### config.mk
export PLATFORM = sky130hd
export DESIGN_NAME = tick_generator
export DESIGN_NICKNAME = d
export VERILOG_FILES = /design/src/rtl/tick_gen_pkg.sv /design/src/rtl/tick_channel.sv /design/src/rtl/tick_generator.sv
export SDC_FILE = /design/constraint.sdc
export NUM_CORES = 1
export LEC_CHECK = 0
export CAP_MARGIN = 40
export CORE_MARGIN = 3
export CORE_UTILIZATION = 50
export CTS_CLUSTER_DIAMETER = 60
export DETAILED_ROUTE_END_ITERATION = 7
export MAX_ROUTING_LAYER = met4
export PLACE_DENSITY = 0.78
export SLEW_MARGIN = 40
export SYNTH_ARGS = -nofsm -noshare
export SYNTH_HDL_FRONTEND = slang
export SYNTH_SLANG_ARGS = --single-unit
export TNS_END_PERCENT = 5
### constraint.sdc
create_clock -name clock -period 7.7 [get_ports clock]
set_input_delay 1.54 -clock clock [delete_from_list [all_inputs] [get_ports clock]]
set_output_delay 1.54 -clock clock [all_outputs]
set_load 0.05 [all_outputs]
### src/rtl/tick_gen_pkg.sv
// Shared types and constants for the tick generator slice.
package tick_gen_pkg;

    localparam int unsigned CNT_W   = 24;
    localparam int unsigned MIN_DIV = 2;

    typedef logic [CNT_W-1:0] div_t;

    function automatic logic div_valid(div_t d);
        return d >= div_t'(MIN_DIV);
    endfunction

endpackage

### src/rtl/tick_channel.sv
// One tick channel: divisor/count registers, tick flop and optional toggle flop.
// The toggle output exists only when TICK_GEN_SQUARE_EN is defined.
module tick_channel #(
    parameter int unsigned CNT_W   = 24,
    parameter int unsigned DEF_DIV = 5_000_000
) (
    input  logic             clock,
    input  logic             reset,
    input  logic             en,
    input  logic             clr,
    input  logic             load,
    input  logic [CNT_W-1:0] load_div,
    output logic             tick,
    output logic             sq
);

    logic [CNT_W-1:0] div_q;
    logic [CNT_W-1:0] cnt;
    logic [CNT_W-1:0] reload_div;
    logic             wrap;

    // A divisor written on a reload edge takes effect on that same reload.
    always_comb begin
        reload_div = load ? load_div : div_q;
        wrap       = en && (cnt == '0) && !clr;
    end

    always_ff @(posedge clock) begin
        if (reset) begin
            div_q <= CNT_W'(DEF_DIV);
            cnt   <= CNT_W'(DEF_DIV - 1);
            tick  <= 1'b0;
        end else begin
            if (load) begin
                div_q <= load_div;
            end
            if (clr) begin
                cnt  <= reload_div - 1'b1;
                tick <= 1'b0;
            end else if (en) begin
                if (cnt == '0) begin
                    cnt  <= reload_div - 1'b1;
                    tick <= 1'b1;
                end else begin
                    cnt  <= cnt - 1'b1;
                    tick <= 1'b0;
                end
            end else begin
                tick <= 1'b0;
            end
        end
    end

`ifdef TICK_GEN_SQUARE_EN
    always_ff @(posedge clock) begin
        if (reset || clr) begin
            sq <= 1'b0;
        end else if (wrap) begin
            sq <= ~sq;
        end
    end
`else
    assign sq = 1'b0;
`endif

endmodule

### src/rtl/tick_generator.sv
// Multi-channel programmable enable-tick generator with config write decode.
// Define TICK_GEN_SQUARE_EN to enable the per-channel toggle outputs.
module tick_generator #(
    parameter int unsigned CLK_HZ  = 5_000_000,
    parameter int unsigned NUM_CH  = 2,
    parameter int unsigned CH_W    = 1,
    parameter int unsigned CNT_W   = 24,
    parameter int unsigned DEF_DIV = CLK_HZ
) (
    input  logic              clock,
    input  logic              reset,
    input  logic              enable,
    input  logic              sync_clr,
    input  logic              cfg_we,
    input  logic [CH_W-1:0]   cfg_ch,
    input  logic [CNT_W-1:0]  cfg_div,
    output logic              cfg_ack,
    output logic              cfg_err,
    output logic [NUM_CH-1:0] tick,
    output logic [NUM_CH-1:0] sq
);

    import tick_gen_pkg::*;

    logic cfg_ok;

    always_comb begin
        cfg_ok = (32'(cfg_ch) < NUM_CH) && (cfg_div >= CNT_W'(MIN_DIV));
    end

    always_ff @(posedge clock) begin
        if (reset) begin
            cfg_ack <= 1'b0;
            cfg_err <= 1'b0;
        end else begin
            cfg_ack <= cfg_we && cfg_ok;
            cfg_err <= cfg_we && !cfg_ok;
        end
    end

    for (genvar i = 0; i < NUM_CH; i++) begin : g_ch
        tick_channel #(
            .CNT_W   (CNT_W),
            .DEF_DIV (DEF_DIV)
        ) u_ch (
            .clock    (clock),
            .reset    (reset),
            .en       (enable),
            .clr      (sync_clr),
            .load     (cfg_we && cfg_ok && (cfg_ch == CH_W'(i))),
            .load_div (cfg_div),
            .tick     (tick[i]),
            .sq       (sq[i])
        );
    end

endmodule

==> results.ini, run 1 <==
[run_status]
status=finished clean

[layout]
finish.instance_area_sq_um=7249
area_growth_pct=10.36
drive_above_1_share_pct=5.902
nets=912
fin_util_pct=56.98
fill_cells=1235
antenna_cells=0

[die]
die-area_sq_um=14550
die_h_microns=120.6
initial_utilization_pct=51.63
num_io_pins=36
core.rowCount=41
die_x_microns=120.6
core_area_sq_um=12720

[power_and_ir_drop]
powerDensity_nw_per_um2=184.3
max-vdd-ir-drop_mv=0.1482
p_leak_nw=2.577

[clock_network]
cts_buffers=9
post_cts_buffers=0
cts_buffer_depth=2
cts_resized=0
cts_hold_buf=0
cts_tree=built
insertion_delay_ps=360
clock_sinks=100
ctsRootBufferMaster=clkbuf_16
h-tree-depth=3
path_clk_slew_ps=70

[grt]
grt_start_max_net_pins=72
antenna_found_initial=0
busiest_layer=met2
grt_pass1_vias=6039
grt.total_usage_pct=29.01
grt_util_met2_pct=43.24
use_met3_pct=7.530
grt_pass1_wl_microns=32420
grtUsageMet1_pct=38.91
overflow=0

[placed_design]
gp_congestion=0.9780
dp_hpwl_microns=14760
numPortBuffers=33
place_ws_ps=1230
placed_cell_area_sq_um=6923

[synthesis]
synth_seq_cells=100
ys_seq_area_share_pct=30.48
synth_ff_type=dfxtp_1
synth-async-reset-ratio_pct=0
synth_cells=883
synth_cell_type_count=61
netlist_area_sq_um=6569
yosys_warnings=0
synth_edf_count=0
postSynthAreaPerCell_sq_um=7.439

[sta]
finalCritPeriodShare_pct=79.86
fin_setup_tns_ps=0
finalSetupViolations=0
skew_ps=7.060
rsz0062_at_grt=no
worst_pin_slew_ps=873.7
hold_violations=0
max-slew-margin-rel_pct=41.75
setup_ws_ps=1550
min_period_ps=6150
max_freq_mhz=162.6
drv_slew=0

[routing]
antenna_left=0
viasPerCell=6.491
drt-initial-drc-count=906
routedWlPerCell_microns=19.81
vias=6835
drt-total-wl_microns=20860
drc_errors=0
dr.pass1.iters=5

[worst_hold_path]
hp-class=reg2reg
hold_path_depth=2
hp-start=g_ch[0].u_ch.div_q[10]

[critical_path]
path_max_fanout=8
critPathLaunch=cfg_div[4]
path_class=in2reg
arrival_ps=6360
r2r-start=g_ch[0].u_ch.div_q[0]
crit_path_end_kind=register
cp.required_ps=7910
reg2regPathDepth=10
cp-start-kind=primary input

[run]
maxCapViolCount=0

## cell usage after synthesis (3+ instances only)
cell	instances	area [sq um]
nand2_1	103	386.6
dfxtp_1	100	2002
nor2_1	86	322.8
a21oi_1	58	290.3
o21ai_0	50	250.2
clkbuf_1	49	183.9
nor3_1	48	240.2
nand3_1	44	220.2
mux2i_1	38	380.4
nor4_1	32	200.2
xnor2_1	28	245.2
or3_1	21	131.4
a211oi_1	15	112.6
xor2_1	14	122.6
o211ai_1	13	97.59
inv_1	12	45.04
nand4_1	12	75.07
a31oi_1	11	68.82
a221oi_1	10	87.58
or4_1	10	75.07
or2_2	9	56.30
o22ai_1	8	50.05
o31ai_1	8	60.06
a21o_1	6	45.04
and2_1	6	37.54
buf_4	6	45.04
ha_1	6	75.07
and3_1	5	31.28
buf_2	5	25.02
mux2_2	5	56.30
nand2b_1	5	31.28
nor3b_1	5	37.54
o21a_1	5	37.54
a22oi_1	4	30.03
o221ai_1	4	35.03
buf_6	3	33.78
nand3b_1	3	22.52
nor4b_1	3	26.28
o21ai_1	3	15.01
o31a_1	3	26.28
o41ai_1	3	26.28
## sequential cells by signal, summed over array words and instances (netlist names)
signal,count
g_ch.u_ch.tick,2
cfg_ack,1
g_ch.u_ch.cnt,48
g_ch.u_ch.div_q,48
cfg_err,1
## cells by family after synthesis
group | count (synthesis) | share of synthesized area (%)
AOI/OAI and AO/OA | 215 | 20.97
buffers and inverters | 76 | 5.124
and+or+nand+nor | 400 | 29.98
xor gates and xnor gates | 42 | 5.600
adders and majority gates | 6 | 1.143
other | 1 | 0.05709
muxes | 43 | 6.647
DFF | 100 | 30.48
## where the power goes
| part | internal, W | switching [W] | total [W] | leakage [nW] |
|---|---|---|---|---|
| Clock | 0.000294 | 0.000212 | 0.000506 | 0.162 |
| Combinational | 0.0000914 | 0.000158 | 0.000249 | 1.59 |
| Sequential | 0.000549 | 0.0000330 | 0.000582 | 0.823 |
| Total | 0.000934 | 0.000402 | 0.00134 | 2.58 |
## layout by cell type (no fill, tap or decap), types with 15 or more instances in the layout
master	n
nor4_1	32
dfxtp_1	100
or3_1	21
nand2_1	103
xnor2_1	28
o21ai_0	50
nor2_1	85
clkdlybuf4s50_1	32
mux2i_1	38
nor3_1	48
nand3_1	44
a211oi_1	15
a21oi_1	57
## area by class of cell
class                           instances  area (sq um)  area share, %
Clock buffer                           10         239.0          3.297
Clock inverter                          6         87.58          1.208
Inverter                               12         45.04         0.6213
Multi-Input combinational cell        708          4245          58.56
Sequential cell                       100          2002          27.61
Tap cell                              172         215.2          2.969
Timing Repair Buffer                   45         415.4          5.730
## worst paths after layout
check / to / slack, ps
worst max-delay path: g_ch[0].u_ch.cnt[16] / 1550
worst min-delay path: g_ch[0].u_ch.div_q[10] / 480
worst max register to register: g_ch[0].u_ch.cnt[16] / 4390
worst min register to register: g_ch[0].u_ch.div_q[10] / 480
## layer usage
layer	vias up	part of all wire, %
li1	3237	-
met1	3168	43
met2	374	44
met3	56	10
met4	0	2.6
met5	-	0
## through the flow
stage	power, W	hold WS (ps)	cells
2_1_floorplan	0.0007515	449.6	884
3_3_place_gp	0.0008296	459.1	1037
3_5_place_dp	0.0008321	463.6	1037
4_1_cts	0.001330	475.3	1053
5_1_grt	0.001380	493.3	1053
6_report	0.001336	477.8	1053
## critical path: stages
cell and delay (ps):
clkdlybuf4s50_1 520, or4_4 630, or3_4 440, o311a_1 340, mux2_2 320, inv_1 110
ha_1 280, or4b_2 740, nor4b_1 490, nand2_1 90, mux2_2 300, or3_1 370
nand3_1 90, a21oi_1 80
Power figures use the tool's default switching activity.
==> run 2: changes to the inputs <==
Settings changed: PLACE_DENSITY 0.78 to 0.8.
Clock period 7.7 ns to 5.6 ns, I/O delays scaled along.
==> results.ini, run 2 (same netlist as run 1, synthesis figures left out) <==
[grt]
grt_pass1_vias=6250
overflow=0
grt_pass1_wl_microns=33420
grtUsageMet1_pct=40.92
grt_util_met2_pct=43.49
grt_start_max_net_pins=49
antenna_found_initial=0
use_met3_pct=5.847
grt.total_usage_pct=29.57
busiest_layer=met2

[routing]
routedWlPerCell_microns=19.30
dr.pass1.iters=6
vias=7029
viasPerCell=6.508
drt-total-wl_microns=20840
antenna_left=0
drc_errors=0
drt-initial-drc-count=956

[clock_network]
cts_tree=built
insertion_delay_ps=350
cts_buffers=9
cts_resized=0
clock_sinks=100
path_clk_slew_ps=70
post_cts_buffers=0
h-tree-depth=3
cts_hold_buf=0
cts_buffer_depth=2
ctsRootBufferMaster=clkbuf_16

[critical_path]
critPathLaunch=cfg_div[1]
arrival_ps=5530
reg2regPathDepth=8
crit_path_end_kind=register
path_cells=clkdlybuf4s50_1 -> or4_1 -> or3_4 -> o311a_1 -> mux2_2 -> inv_1 -> ha_2 -> or4b_2 -> nor4b_2 -> nand2_1 -> mux2_2 -> nor3b_1 -> xor2_1 -> a211oi_1
r2r-start=g_ch[1].u_ch.cnt[8]
critical_path.most_common_cell=mux2_2
worst-path-stages=14
cp-start-kind=primary input
path_max_fanout=4
cpPeakStageDelay_ps=630
path_class=in2reg
cp.required_ps=5860
cp_top_family=simple AND/OR/NAND/NOR gates
cpMaxStageDelayCell=or4b_2
worst-path-buf-inv=2

[layout]
fill_cells=1219
antenna_cells=0
seqCellArea_sq_um=2002
most-common-layout-cells=103 x nand2_1, 100 x dfxtp_1, 86 x nor2_1
multi_input_area_sq_um=4265
drive_above_1_share_pct=8.921
largest_registers=g_ch.u_ch.cnt x48, g_ch.u_ch.div_q x48, g_ch.u_ch.tick x2
nets=940
layout_commonest_cell=nand2_1
area_growth_pct=13.56
layout.cells.non_filler=1080

[sta]
rsz0062_at_grt=no
finalCritPeriodShare_pct=94.12
max_freq_mhz=189.7
fin_setup_tns_ps=0
finalSetupViolations=0
hold_violations=0
worst_pin_slew_ps=868.2
skew_ps=5.840
min_period_ps=5270
max-slew-margin-rel_pct=41.59
drv_slew=0

[placed_design]
dp.cells=1065
gp_congestion=1.040
dp_hpwl_microns=15200
numPortBuffers=33

[die]
die_h_microns=120.6
die-area_sq_um=14550
die_x_microns=120.6
initial_utilization_pct=51.63
core.rowCount=41
core_area_sq_um=12720
num_io_pins=36

[worst_hold_path]
hold_path_depth=2
hp-class=reg2reg
hp-start=g_ch[1].u_ch.div_q[5]

[power_and_ir_drop]
p_leak_nw=2.694
powerDensity_nw_per_um2=244.1
max-vdd-ir-drop_mv=0.1793

[run_status]
status=finished clean

[run]
maxCapViolCount=0

[run 2: cell count changes in the layout (fill, tap and decap cells not counted), sizes merged]
cell	change
buf	+28
clkinv	-2
clkinvlp	+1
[run 2: path summary, 6_finish.rpt]
path	end	slack, ps
hold / removal	g_ch[1].u_ch.div_q[5]	490
setup / recovery	g_ch[0].u_ch.cnt[20]	330
hold reg to reg	g_ch[1].u_ch.div_q[5]	490
setup reg to reg	g_ch[1].u_ch.cnt[5]	2270
[run 2: layer usage]
| metal | part of all wire [%] | routed length (microns) | up-vias |
|---|---|---|---|
| met5 | 0 | 0 | - |
| met2 | 44 | 9235 | 430 |
| met3 | 10 | 2158 | 59 |
| met1 | 42 | 8737 | 3253 |
| met4 | 3.4 | 709 | 0 |
| li1 | - | - | 3287 |
[run 2: stage by stage]
stage	total power [W]	hold WS (ps)	util, %	area, sq um	setup slack (ps)
finish	0.001821	490.0	58.63	7460	329.5
global placement	0.001156	463.4	56.12	7139	110.1
detailed placement	0.001162	474.6	56.23	7153	27.24
global route	0.001894	507.8	58.63	7460	206.6
CTS	0.001820	484.7	58.63	7460	375.7
floorplan	0.001034	449.6	-	6581	11.73
[run 2: power by group]
group | leakage, nW | internal [W] | total (W) | switching (W)
clock | 0.148 | 0.000388 | 0.000660 | 0.000273
combinational | 1.72 | 0.000140 | 0.000361 | 0.000221
sequential | 0.823 | 0.000755 | 0.000800 | 0.0000449
total | 2.69 | 0.00128 | 0.00182 | 0.000538
[run 2: worst reg2reg max path, stage by stage (launching register included)]
cell	delay (ps)
dfxtp_1	350
nor4_1	780
nand4_1	370
nor2_1	340
nor2_1	240
buf_4	260
a211oi_1	500
o21ai_0	190
a21o_1	190
[run 2: area by class of cell]
class / count / share of cell area, %
inverter: 12 / 0.6038
clock buffer: 10 / 3.069
multi-input combinational: 708 / 57.18
timing repair buffer: 73 / 8.386
tap: 172 / 2.885
clock inverter: 5 / 1.040
sequential: 100 / 26.84
==> run 3: changes to the inputs <==
Settings changed: CORE_MARGIN 3 to not set, SYNTH_HIERARCHICAL set to 1.
==> results.ini, run 3 <==
[run_status]
status=finished clean

[synthesis]
synth_top_area_share_pct=32.15
yosys-top-cells-area=dfxtp_1 32%, mux2i_1 8.0%, nor2_1 5.8%, xnor2_1 4.8%, o21ai_0 4.0%
synth_seq_cells=100
synth_cells=779
yosys.cell_count.top_type=dfxtp_1
ys_seq_area_share_pct=32.15
postSynthAreaPerCell_sq_um=7.994
synth_edf_count=0
synth_top_area_cell=dfxtp_1
synth_ff_type=dfxtp_1
netlist_area_sq_um=6227
yosys_warnings=6
yosys-top-cells-count=100 x dfxtp_1, 96 x nor2_1, 59 x nand2_1
synth_nets=815
synth-async-reset-ratio_pct=0
synth_cell_type_count=61

[clock_network]
insertion_delay_ps=350
clock_sinks=100
ctsRootBufferMaster=clkbuf_16
cts_tree=built
cts_resized=0
h-tree-depth=3
cts_buffer_depth=2
cts_hold_buf=0
cts_buffers=9
post_cts_buffers=0
path_clk_slew_ps=70

[placed_design]
place_ws_ps=387.8
gp_congestion=0.8979
dp_hpwl_microns=12390
dp.cells=954
numPortBuffers=33

[grt]
grt_pass1_wl_microns=27740
overflow=0
grt.total_usage_pct=28.01
grt_start_max_net_pins=35
antenna_found_initial=0
grt_pass1_vias=5323

[routing]
drt-total-wl_microns=17290
dr.pass1.iters=6
routedWlPerCell_microns=17.82
drt-initial-drc-count=705
drc_errors=0
antenna_left=0
viasPerCell=6.334
vias=6144

[critical_path]
cpMaxStageDelayCell=nor4_1
path_max_fanout=7
cp.required_ps=5870
crit_path_end_kind=register
arrival_ps=5300
cpPeakStageDelay_ps=620
path_class=in2reg
path_cells=clkdlybuf4s50_1 -> nor4_1 -> and4_1 -> a21oi_4 -> mux2i_1 -> ha_1 -> nor4b_1 -> o22ai_1 -> nor3_1 -> o211ai_1 -> xnor2_1 -> a211oi_1
cp-start-kind=primary input

[sta]
max_freq_mhz=198.6
worst_pin_slew_ps=896.2
drv_slew=0
hold_violations=0
max-slew-margin-rel_pct=39.70
rsz0062_at_grt=no
fin_setup_tns_ps=0
finalSetupViolations=0
whs_ps=508.8
finalCritPeriodShare_pct=89.92
setup_ws_ps=564.5
min_period_ps=5035
skew_ps=4.343

[die]
core.rowCount=40
die-area_sq_um=12910
core_area_sq_um=12060
num_io_pins=36
die_h_microns=113.6
initial_utilization_pct=51.63
die_x_microns=113.6

[power_and_ir_drop]
power_w=0.001665
max-vdd-ir-drop_mv=0.1270
powerDensity_nw_per_um2=237.7
p_leak_nw=2.346

[layout]
most-common-layout-cells=100 x dfxtp_1, 94 x nor2_1, 59 x nand2_1
fill_cells=1064
area_growth_pct=12.52
largest_registers=g_ch.u_ch/cnt x48, g_ch.u_ch/div_q x48, g_ch.u_ch/tick x2
antenna_cells=0
nets=833
layout.cells.non_filler=970
drive_above_1_share_pct=7.107
layout_commonest_cell=dfxtp_1

[run]
maxCapViolCount=0

[worst_hold_path]
hp-class=reg2reg

[run 3: cell count changes after synthesis, moves of 12 or more]
cell	before	now
mux2i_1	38	50
nor3_1	48	33
clkbuf_1	49	32
nand3_1	44	12
a21oi_1	58	41
nor3b_1	5	18
nand2_1	103	59
[run 3: worst paths after layout]
kind	from	slack [ps]	to	depth (start not counted)
worst max-delay path	cfg_div[17]	560	g_ch[1].u_ch/cnt[18]	12
worst min-delay path	g_ch[1].u_ch/div_q[23]	510	g_ch[1].u_ch/div_q[23]	2
worst max register to register	g_ch[0].u_ch/cnt[8]	2650	g_ch[0].u_ch/cnt[11]	6
worst min register to register	g_ch[1].u_ch/div_q[23]	510	g_ch[1].u_ch/div_q[23]	2
[run 3: area by class of cell]
type | count | area (sq um) | area share, %
clock inverters | 6 | 41.29 | 0.5893
inverters | 12 | 45.04 | 0.6429
clock buffers | 10 | 229.0 | 3.268
flip-flops and latches | 100 | 2002 | 28.57
multi-input cells | 627 | 4049 | 57.79
well taps | 168 | 210.2 | 3.000
repair buffers | 47 | 430.4 | 6.143
[run 3: critical path: cells and delay by family]
family / cells / cell delay (ps)
compound gates: 4 / 770
buf+inv: 1 / 540
fa+ha+maj: 1 / 290
simple gates: 4 / 2070
xor+xnor: 1 / 180
mux: 1 / 330
[run 3: cells by family after synthesis]
kind of cell,count (synthesis),share of synthesized area (%)
xor+xnor,44,6.188
buf+inv,52,3.376
mux,54,8.760
flops,100,32.15
other cells,2,0.1206
fa+ha+maj,6,1.206
compound gates,185,19.37
simple gates,336,28.83
[run 3: power by group]
group	switching [W]	internal, W
sequential	0.0000384	0.000750
clock	0.000281	0.000301
combinational	0.000177	0.000118
total	0.000497	0.00117
[run 3: metal layers]
metal / track usage (%) / vias up / routed length, microns
li1: - / 2933 / -
met1: 40.14 / 2851 / 8011
met2: 41.02 / 332 / 7440
met5: - / - / 0
met3: 2.976 / 28 / 1558
met4: 9.298 / 0 / 274
[run 3: per-stage QoR]
step	util, %	area (sq um)
final	58.09	7007
after global routing	58.09	7007
after CTS	58.07	7004
after detailed placement	55.83	6734
after global placement	55.76	6725
after floorplan	-	6227
